==> src/rtl/adc_18s022_pkg.sv <==
// adc_18s022_pkg: shared constants and types for the ADC18S022 SPI responder.
// Holds frame geometry, address edge numbers, state encoding and counter widths.
`timescale 1ns/1ps
package adc_18s022_pkg;

    localparam int CH_NUM          = 8;
    localparam int DATA_W          = 12;
    localparam int FRAME_BITS      = 16;
    localparam int LEAD_ZEROS      = 4;
    localparam int ADDR_FIRST_EDGE = 3;
    localparam int ADDR_LAST_EDGE  = 5;

    localparam int CH_W   = 3;
    localparam int CNT_W  = 4;
    localparam int FCNT_W = 9;

    typedef enum logic {
        IDLE   = 1'b0,
        ACTIVE = 1'b1
    } adc_state_e;

    // Frame word as it leaves DO: leading zeros, then the sample MSB first.
    function automatic logic [FRAME_BITS-1:0] frame_word(
        input logic [DATA_W-1:0] sample
    );
        return {{LEAD_ZEROS{1'b0}}, sample};
    endfunction

endpackage

==> src/rtl/adc_18s022_slave_if.sv <==
// adc_18s022_slave_if: SPI pin bundle between an ADC master and the responder.
// Signals: ADC_CS (active low), ADC_SCLK, ADC_DI toward the slave; ADC_DO, ADC_DO_oe back.
`timescale 1ns/1ps
interface adc_18s022_slave_if;

    logic ADC_CS;
    logic ADC_SCLK;
    logic ADC_DI;
    logic ADC_DO;
    logic ADC_DO_oe;

    modport master (
        output ADC_CS,
        output ADC_SCLK,
        output ADC_DI,
        input  ADC_DO,
        input  ADC_DO_oe
    );

    modport slave (
        input  ADC_CS,
        input  ADC_SCLK,
        input  ADC_DI,
        output ADC_DO,
        output ADC_DO_oe
    );

endinterface

==> src/rtl/adc_18s022_slave_pin_sync.sv <==
// adc_pin_sync: 2-FF synchronizer for an asynchronous pin plus registered edge strobes.
// Ports: clk_i, rst_i, pin_i in; sync_o level, rise_o / fall_o one-cycle strobes out.
`timescale 1ns/1ps
module adc_pin_sync #(
    parameter logic RST_VAL = 1'b1
) (
    input  logic clk_i,
    input  logic rst_i,
    input  logic pin_i,
    output logic sync_o,
    output logic rise_o,
    output logic fall_o
);

    logic meta_q;
    logic sync_q;
    logic prev_q;
    logic rise_q;
    logic fall_q;

    // Strobes are registered so an edge captured at cycle t acts at t+2
    // and its effects are visible after t+3.
    always_ff @(posedge clk_i or posedge rst_i) begin
        if (rst_i) begin
            meta_q <= RST_VAL;
            sync_q <= RST_VAL;
            prev_q <= RST_VAL;
            rise_q <= 1'b0;
            fall_q <= 1'b0;
        end else begin
            meta_q <= pin_i;
            sync_q <= meta_q;
            prev_q <= sync_q;
            rise_q <= sync_q & ~prev_q;
            fall_q <= ~sync_q & prev_q;
        end
    end

    assign sync_o = sync_q;
    assign rise_o = rise_q;
    assign fall_o = fall_q;

endmodule

==> src/rtl/adc_18s022_slave.sv <==
// adc_18s022_slave: emulated 8-channel 12-bit ADC18S022 SPI responder.
// Ports: Clk, Rst (async high); bus (slave modport: CS/SCLK/DI in, DO/DO_oe out);
// Ch_data 96-bit samples in; Active, Frame_done, Frame_chan, Next_chan, Frame_err out.
// Build option ADC_SLV_PATTERN_EN: samples become {channel, 9-bit frame counter}.
`timescale 1ns/1ps
module adc_18s022_slave
    import adc_18s022_pkg::*;
(
    input  logic                     Clk,
    input  logic                     Rst,
    adc_18s022_slave_if.slave        bus,
    input  logic [CH_NUM*DATA_W-1:0] Ch_data,
    output logic                     Active,
    output logic                     Frame_done,
    output logic [CH_W-1:0]          Frame_chan,
    output logic [CH_W-1:0]          Next_chan,
    output logic                     Frame_err
);

    logic cs_rise, cs_fall;
    logic sclk_rise, sclk_fall;
    logic di_sync;
    logic cs_sync_unused, sclk_sync_unused;
    logic di_rise_unused, di_fall_unused;

    adc_pin_sync #(.RST_VAL(1'b1)) u_cs_sync (
        .clk_i  (Clk),
        .rst_i  (Rst),
        .pin_i  (bus.ADC_CS),
        .sync_o (cs_sync_unused),
        .rise_o (cs_rise),
        .fall_o (cs_fall)
    );

    adc_pin_sync #(.RST_VAL(1'b1)) u_sclk_sync (
        .clk_i  (Clk),
        .rst_i  (Rst),
        .pin_i  (bus.ADC_SCLK),
        .sync_o (sclk_sync_unused),
        .rise_o (sclk_rise),
        .fall_o (sclk_fall)
    );

    adc_pin_sync #(.RST_VAL(1'b0)) u_di_sync (
        .clk_i  (Clk),
        .rst_i  (Rst),
        .pin_i  (bus.ADC_DI),
        .sync_o (di_sync),
        .rise_o (di_rise_unused),
        .fall_o (di_fall_unused)
    );

    adc_state_e            state_q;
    logic [FRAME_BITS-1:0] shift_q;
    logic [CNT_W-1:0]      rise_cnt_q;
    logic [CNT_W-1:0]      fall_cnt_q;
    logic [1:0]            addr_q;
    logic [CH_W-1:0]       cur_chan_q;
    logic [CH_W-1:0]       frm_chan_q;
    logic [CH_W-1:0]       next_chan_q;
    logic [CH_W-1:0]       frame_chan_q;
    logic                  done_q;
    logic                  err_q;
    logic                  sess_done_q;

    logic [DATA_W-1:0]     sample_d;
    logic [FRAME_BITS-1:0] load_d;
    logic                  rise_last;
    logic                  fall_last;

    assign rise_last = sclk_rise && (rise_cnt_q == CNT_W'(FRAME_BITS-1));
    assign fall_last = sclk_fall && (fall_cnt_q == CNT_W'(FRAME_BITS-1));

`ifdef ADC_SLV_PATTERN_EN
    logic [FCNT_W-1:0] frame_cnt_q;
    logic [FCNT_W-1:0] pat_cnt_d;
    logic [CH_NUM*DATA_W-1:0] ch_data_unused;

    assign ch_data_unused = Ch_data;

    // A reload on falling edge 16 precedes that frame's rising edge 16,
    // so it already counts the frame about to complete.
    assign pat_cnt_d = (state_q == ACTIVE) ? frame_cnt_q + FCNT_W'(1)
                                           : frame_cnt_q;
    assign sample_d  = {next_chan_q, pat_cnt_d};

    always_ff @(posedge Clk or posedge Rst) begin
        if (Rst) begin
            frame_cnt_q <= '0;
        end else if (state_q == ACTIVE && rise_last) begin
            frame_cnt_q <= frame_cnt_q + FCNT_W'(1);
        end
    end
`else
    assign sample_d = Ch_data[next_chan_q*DATA_W +: DATA_W];
`endif

    assign load_d = frame_word(sample_d);

    always_ff @(posedge Clk or posedge Rst) begin
        if (Rst) begin
            state_q      <= IDLE;
            shift_q      <= '0;
            rise_cnt_q   <= '0;
            fall_cnt_q   <= '0;
            addr_q       <= '0;
            cur_chan_q   <= '0;
            frm_chan_q   <= '0;
            next_chan_q  <= '0;
            frame_chan_q <= '0;
            done_q       <= 1'b0;
            err_q        <= 1'b0;
            sess_done_q  <= 1'b0;
        end else begin
            done_q <= 1'b0;
            err_q  <= 1'b0;
            unique case (state_q)
                IDLE: begin
                    if (cs_fall) begin
                        state_q     <= ACTIVE;
                        shift_q     <= load_d;
                        rise_cnt_q  <= '0;
                        fall_cnt_q  <= '0;
                        addr_q      <= '0;
                        cur_chan_q  <= next_chan_q;
                        frm_chan_q  <= next_chan_q;
                        sess_done_q <= 1'b0;
                    end
                end
                ACTIVE: begin
                    if (cs_rise) begin
                        // CS wins over a coincident SCLK edge, except that
                        // rising edge 16 still completes the frame.
                        state_q <= IDLE;
                        shift_q <= '0;
                        if (rise_last) begin
                            done_q       <= 1'b1;
                            frame_chan_q <= frm_chan_q;
                        end else if (rise_cnt_q != '0 || !sess_done_q) begin
                            err_q <= 1'b1;
                        end
                    end else begin
                        if (sclk_rise) begin
                            rise_cnt_q <= rise_cnt_q + CNT_W'(1);
                            if (rise_cnt_q == CNT_W'(ADDR_FIRST_EDGE-1))
                                addr_q[1] <= di_sync;
                            if (rise_cnt_q == CNT_W'(ADDR_FIRST_EDGE))
                                addr_q[0] <= di_sync;
                            if (rise_cnt_q == CNT_W'(ADDR_LAST_EDGE-1))
                                next_chan_q <= {addr_q, di_sync};
                            if (rise_last) begin
                                done_q       <= 1'b1;
                                frame_chan_q <= frm_chan_q;
                                sess_done_q  <= 1'b1;
                            end
                        end
                        if (sclk_fall) begin
                            fall_cnt_q <= fall_cnt_q + CNT_W'(1);
                            if (fall_last) begin
                                // Next frame starts here; the finishing frame's
                                // channel is kept for its rising edge 16.
                                shift_q    <= load_d;
                                cur_chan_q <= next_chan_q;
                                frm_chan_q <= cur_chan_q;
                            end else begin
                                shift_q <= {shift_q[FRAME_BITS-2:0], 1'b0};
                            end
                        end
                    end
                end
            endcase
        end
    end

    assign bus.ADC_DO    = shift_q[FRAME_BITS-1];
    assign bus.ADC_DO_oe = (state_q == ACTIVE);
    assign Active        = (state_q == ACTIVE);
    assign Frame_done    = done_q;
    assign Frame_err     = err_q;
    assign Frame_chan    = frame_chan_q;
    assign Next_chan     = next_chan_q;

endmodule
==> src/flat_wrapper.sv <==
// flat-port wrapper written by rule: the top's interface ports become plain ports
module adc_18s022_slave_flat import adc_18s022_pkg::*;
  (Clk, Rst, Ch_data, Active, Frame_done, Frame_chan, Next_chan, Frame_err, bus_ADC_CS, bus_ADC_SCLK, bus_ADC_DI, bus_ADC_DO, bus_ADC_DO_oe);
  adc_18s022_slave_if bus_i ();
  input  logic Clk;
  input  logic Rst;
  input  logic [CH_NUM*DATA_W-1:0] Ch_data;
  output logic Active;
  output logic Frame_done;
  output logic [CH_W-1:0] Frame_chan;
  output logic [CH_W-1:0] Next_chan;
  output logic Frame_err;
  input wire logic [$bits(bus_i.ADC_CS)-1:0] bus_ADC_CS;
  input wire logic [$bits(bus_i.ADC_SCLK)-1:0] bus_ADC_SCLK;
  input wire logic [$bits(bus_i.ADC_DI)-1:0] bus_ADC_DI;
  output wire logic [$bits(bus_i.ADC_DO)-1:0] bus_ADC_DO;
  output wire logic [$bits(bus_i.ADC_DO_oe)-1:0] bus_ADC_DO_oe;
  assign bus_i.ADC_CS = bus_ADC_CS;
  assign bus_i.ADC_SCLK = bus_ADC_SCLK;
  assign bus_i.ADC_DI = bus_ADC_DI;
  assign bus_ADC_DO = bus_i.ADC_DO;
  assign bus_ADC_DO_oe = bus_i.ADC_DO_oe;
  adc_18s022_slave u_core (.Clk(Clk), .Rst(Rst), .bus(bus_i), .Ch_data(Ch_data), .Active(Active), .Frame_done(Frame_done), .Frame_chan(Frame_chan), .Next_chan(Next_chan), .Frame_err(Frame_err));
endmodule
==> config.mk <==
export PLATFORM = sky130hd
export DESIGN_NAME = adc_18s022_slave_flat
export DESIGN_NICKNAME = d
export VERILOG_FILES = /design/src/rtl/adc_18s022_pkg.sv /design/src/rtl/adc_18s022_slave_if.sv /design/src/rtl/adc_18s022_slave_pin_sync.sv /design/src/rtl/adc_18s022_slave.sv /design/src/flat_wrapper.sv
export SDC_FILE = /design/constraint.sdc
export NUM_CORES = 1
export LEC_CHECK = 0
export ABC_AREA = 1
export ABC_CLOCK_PERIOD_IN_PS = 4850
export CELL_PAD_IN_SITES_DETAIL_PLACEMENT = 1
export CELL_PAD_IN_SITES_GLOBAL_PLACEMENT = 1
export CORE_MARGIN = 5
export CORE_UTILIZATION = 34
export DETAILED_ROUTE_END_ITERATION = 7
export GPL_TIMING_DRIVEN = 0
export PLACE_DENSITY = 0.87
export SLEW_MARGIN = 20
export SYNTH_ARGS = -nofsm -noshare
export SYNTH_HDL_FRONTEND = slang
export SYNTH_SLANG_ARGS = --single-unit
==> constraint.sdc <==
create_clock -name Clk -period 4.85 [get_ports Clk]
set_input_delay 1.2125 -clock Clk [delete_from_list [all_inputs] [get_ports Clk]]
set_output_delay 1.2125 -clock Clk [all_outputs]
set_load 0.05 [all_outputs]
==> impl_metrics.yaml <==
status:
  status: "finished clean"
floorplanning:
  die-area_sq_um: 11500
  placementRows: 35
  start_util: 0.349
  die_h_microns: 107
  die_w_microns: 107
  ioPinCount: 112
  core_sq_um: 9200
detailed_routing:
  drt_wl_total_microns: 11500
  post_drt_wl_per_cell_microns: 16.8
  drc: 0
  drtIter0Drc: 128
  antenna_left: 0
  vias_per_cell: 5.09
  detail_route.first_pass.iterations: 4
  vias: 3483
pwr:
  ir_drop_v: 0.000225
  seq_power_share: 0.389
  power.internal_mw: 0.971
  power_mw: 1.64
  combinationalPowerShare: 0.455
  power_density_nw_per_um2: 360
  switching_share: 0.409
  clock_power_share: 0.156
  leakage_nw: 2.16
  net-switching-power_mw: 0.673
placed_design:
  gp_congestion: 0.868
  dp_slack_ns: 2.31
  dp_cells: 676
  io_buffers: 111
  placed_area_sq_um: 4480
  hpwlAfterDp_microns: 9300
timing:
  grt_setup_unrepaired: "no"
  period_minus_slack_ns: 2.88
  setup_tns_ns: 0
  hold_ws_ns: 0.362
  timing.final.crit_share: 0.593
  hold_viol_final: 0
  worst_slew_pin_slew_ns: 0.585
  setup_ws_ns: 1.97
  slew_violations: 0
  finalClockSkew_ns: 0.00767
  setup_viol: 0
  max-slew-margin-rel: 0.607
  fmax_mhz: 348
clock_tree:
  cts_root_buffer: "clkbuf_8"
  clock_path_buffers: 2
  cts_hold_buf: 0
  cts_tree: "done"
  clock-sinks: 54
  cts-resized-gates: 0
  htree_levels: 2
  numCtsBuffers: 5
  postCtsSetupBuffers: 0
  cts.clk_slew.worst_paths_ns: 0.09
  clk_latency_ns: 0.30
finish:
  utilization: 0.497
  finalNonFillerCells: 684
  fill_cells: 1180
  area_growth_pct: 42.6
  diodes: 0
  fin_nets: 677
  drive_above_1_share: 0.0925
  fin_area_sq_um: 4570
grt:
  met1_usage: 0.243
  grtUsageMet2: 0.370
  globalRouteTotalUtil: 0.205
  grt_pass1_vias: 3746
  grt_pass1_wl_microns: 18800
  met3_usage: 0.0433
  antenna_found_initial: 0
  grt_busiest_layer: "met2"
  overflow: 0
  grt_max_degree: 30
synth:
  synth.cell_area_sq_um: 3210
  synth_warnings: 0
  syn_nets: 558
  ys_seq_elements: 54
  netlist_instances: 453
  synthTopCellsByArea: "dfrtp_1 37%, nand2_1 19%, nand3_1 14%"
  synthTopCellsByCount: "166 x nand2_1, 91 x nand3_1, 48 x dfrtp_1"
  synth_top_area_frac: 0.375
  ys_seq_area_frac: 0.424
  async_flop_share: 1.00
  synth_cell_type_count: 27
  synth_edf_count: 0
  synth_area_leader_cell: "dfrtp_1"
  synthFlopType: "dfrtp_1"
  yosysMostFrequentCell: "nand2_1"
  syn_area_per_cell_sq_um: 7.08
critical_path:
  r2r-start: "u_core.fall_cnt_q[0]"
  rr_worst_depth: 7
  crit_family: "buffers and inverters"
  setup.worst_path.end_class: "output port"
  reg2reg_slack_ns: 3.19
  worstPathArrival_ns: 1.66
  crit_buf_inv: 2
  cp_cell_sequence: "buf_4 > clkdlybuf4s50_1"
  cp_slowest_stage_delay_ns: 0.79
  startpoint_type: "register"
  crit_fanout: 5
  cp.depth: 2
  path_class: "register to output port"
  worstPathRequired_ns: 3.64
  worst_r2r_endpoint: "u_core.shift_q[10]"
  slowest_stage: "clkdlybuf4s50_1"
hold_path:
  worstHoldPathType: "register to register"
  holdPathEnd: "u_core.u_cs_sync.sync_o"
  min-delay-start: "u_core.u_cs_sync.meta_q"
  whs_path_depth: 0
run:
  cap_violations: 0
how the worst max path moves through the flow:
stage | start | to | slack, ns
global placement | Rst | u_core.Frame_chan[1] | 1.41
global route | u_core.Active | bus_ADC_DO_oe | 1.91
floorplan | Rst | u_core.Active | 2.33
finish | u_core.Active | bus_ADC_DO_oe | 1.97
detailed placement | u_core.Active | bus_ADC_DO_oe | 2.31
CTS | u_core.Active | bus_ADC_DO_oe | 1.96
worst reg2reg max path: cells and delay by family (launching register included):
kind                     cells  cell delay [ns]
AND/OR/NAND/NOR              4             0.38
adder cells (fa/ha/maj)      1             0.18
flip-flops                   1             0.41
AO/OA/AOI/OAI                1             0.32
buffers and inverters        1             0.30
cell usage in the layout, fill, tap and decap left out:
master and n:
nor2_1 18, buf_2 12, o21ai_1 1, inv_2 8, nand2_4 1, clkdlybuf4s50_1 111, xor2_1 1, nor3_1 4
buf_4 5, nor3_4 1, clkinv_2 1, a31oi_1 1, buf_6 3, buf_12 1, o21ai_4 1, nand2_1 166
clkbuf_1 4, o21a_1 1, dfrtp_1 48, clkinvlp_4 1, o21ai_2 1, inv_1 26, nand3_1 91, ha_1 4
dfstp_2 6, clkbuf_8 6, or2_2 1, o21ai_0 39, nor2_4 3, nand2_2 2, a21oi_1 1, nand4_1 4
area by class of cell:
class	count	area, sq um	share of cell area
Multi-Input combinational cell	341	1570	0.344
Sequential cell	54	1360	0.297
Timing Repair Buffer	112	1130	0.247
Buffer	24	146	0.0320
Tap cell	111	139	0.0304
Inverter	34	128	0.0279
Clock buffer	6	82.6	0.0181
Clock inverter	2	12.5	0.00274
sequential cells by signal, summed over array words and instances (netlist names):
name and cells:
u_core.fall_cnt_q 4, u_core.rise_cnt_q 4, u_core.u_sclk_sync.rise_o 1, u_core.sess_done_q 1
u_core.u_cs_sync.rise_o 1, u_core.u_sclk_sync.fall_o 1, u_core.u_cs_sync.meta_q 1, u_core.u_sclk_sync.prev_q 1
u_core.u_cs_sync.fall_o 1, u_core.addr_q 2, u_core.Frame_chan 3, u_core.Active 1
u_core.Frame_done 1, u_core.Frame_err 1, u_core.shift_q 16, u_core.u_cs_sync.prev_q 1
u_core.cur_chan_q 3, u_core.u_di_sync.sync_o 1, u_core.u_sclk_sync.sync_o 1, u_core.u_cs_sync.sync_o 1
u_core.frm_chan_q 3, u_core.u_di_sync.meta_q 1, u_core.u_sclk_sync.meta_q 1, u_core.Next_chan 3
logic make-up after synthesis:
family,synth area share
AOI/OAI and AO/OA,0.0761
adders and majority gates,0.0156
xor gates and xnor gates,0.00273
and+or+nand+nor,0.396
buffers and inverters,0.0854
DFF,0.424
power groups by stage:
stage	registers (mW)	clock network (mW)	logic, mW
floorplan	0.658	0	0.447
global placement	0.641	0	0.714
detailed placement	0.649	0	0.750
CTS	0.641	0.264	0.756
global route	0.654	0.282	0.832
finish	0.640	0.256	0.749
metal layers:
layer | vias up | wire length (microns)
met4 | 0 | 241
met5 | - | 0
li1 | 1706 | -
met3 | 15 | 826
met2 | 109 | 5580
met1 | 1653 | 4850
No activity file was read; power rests on OpenSTA's default activity.
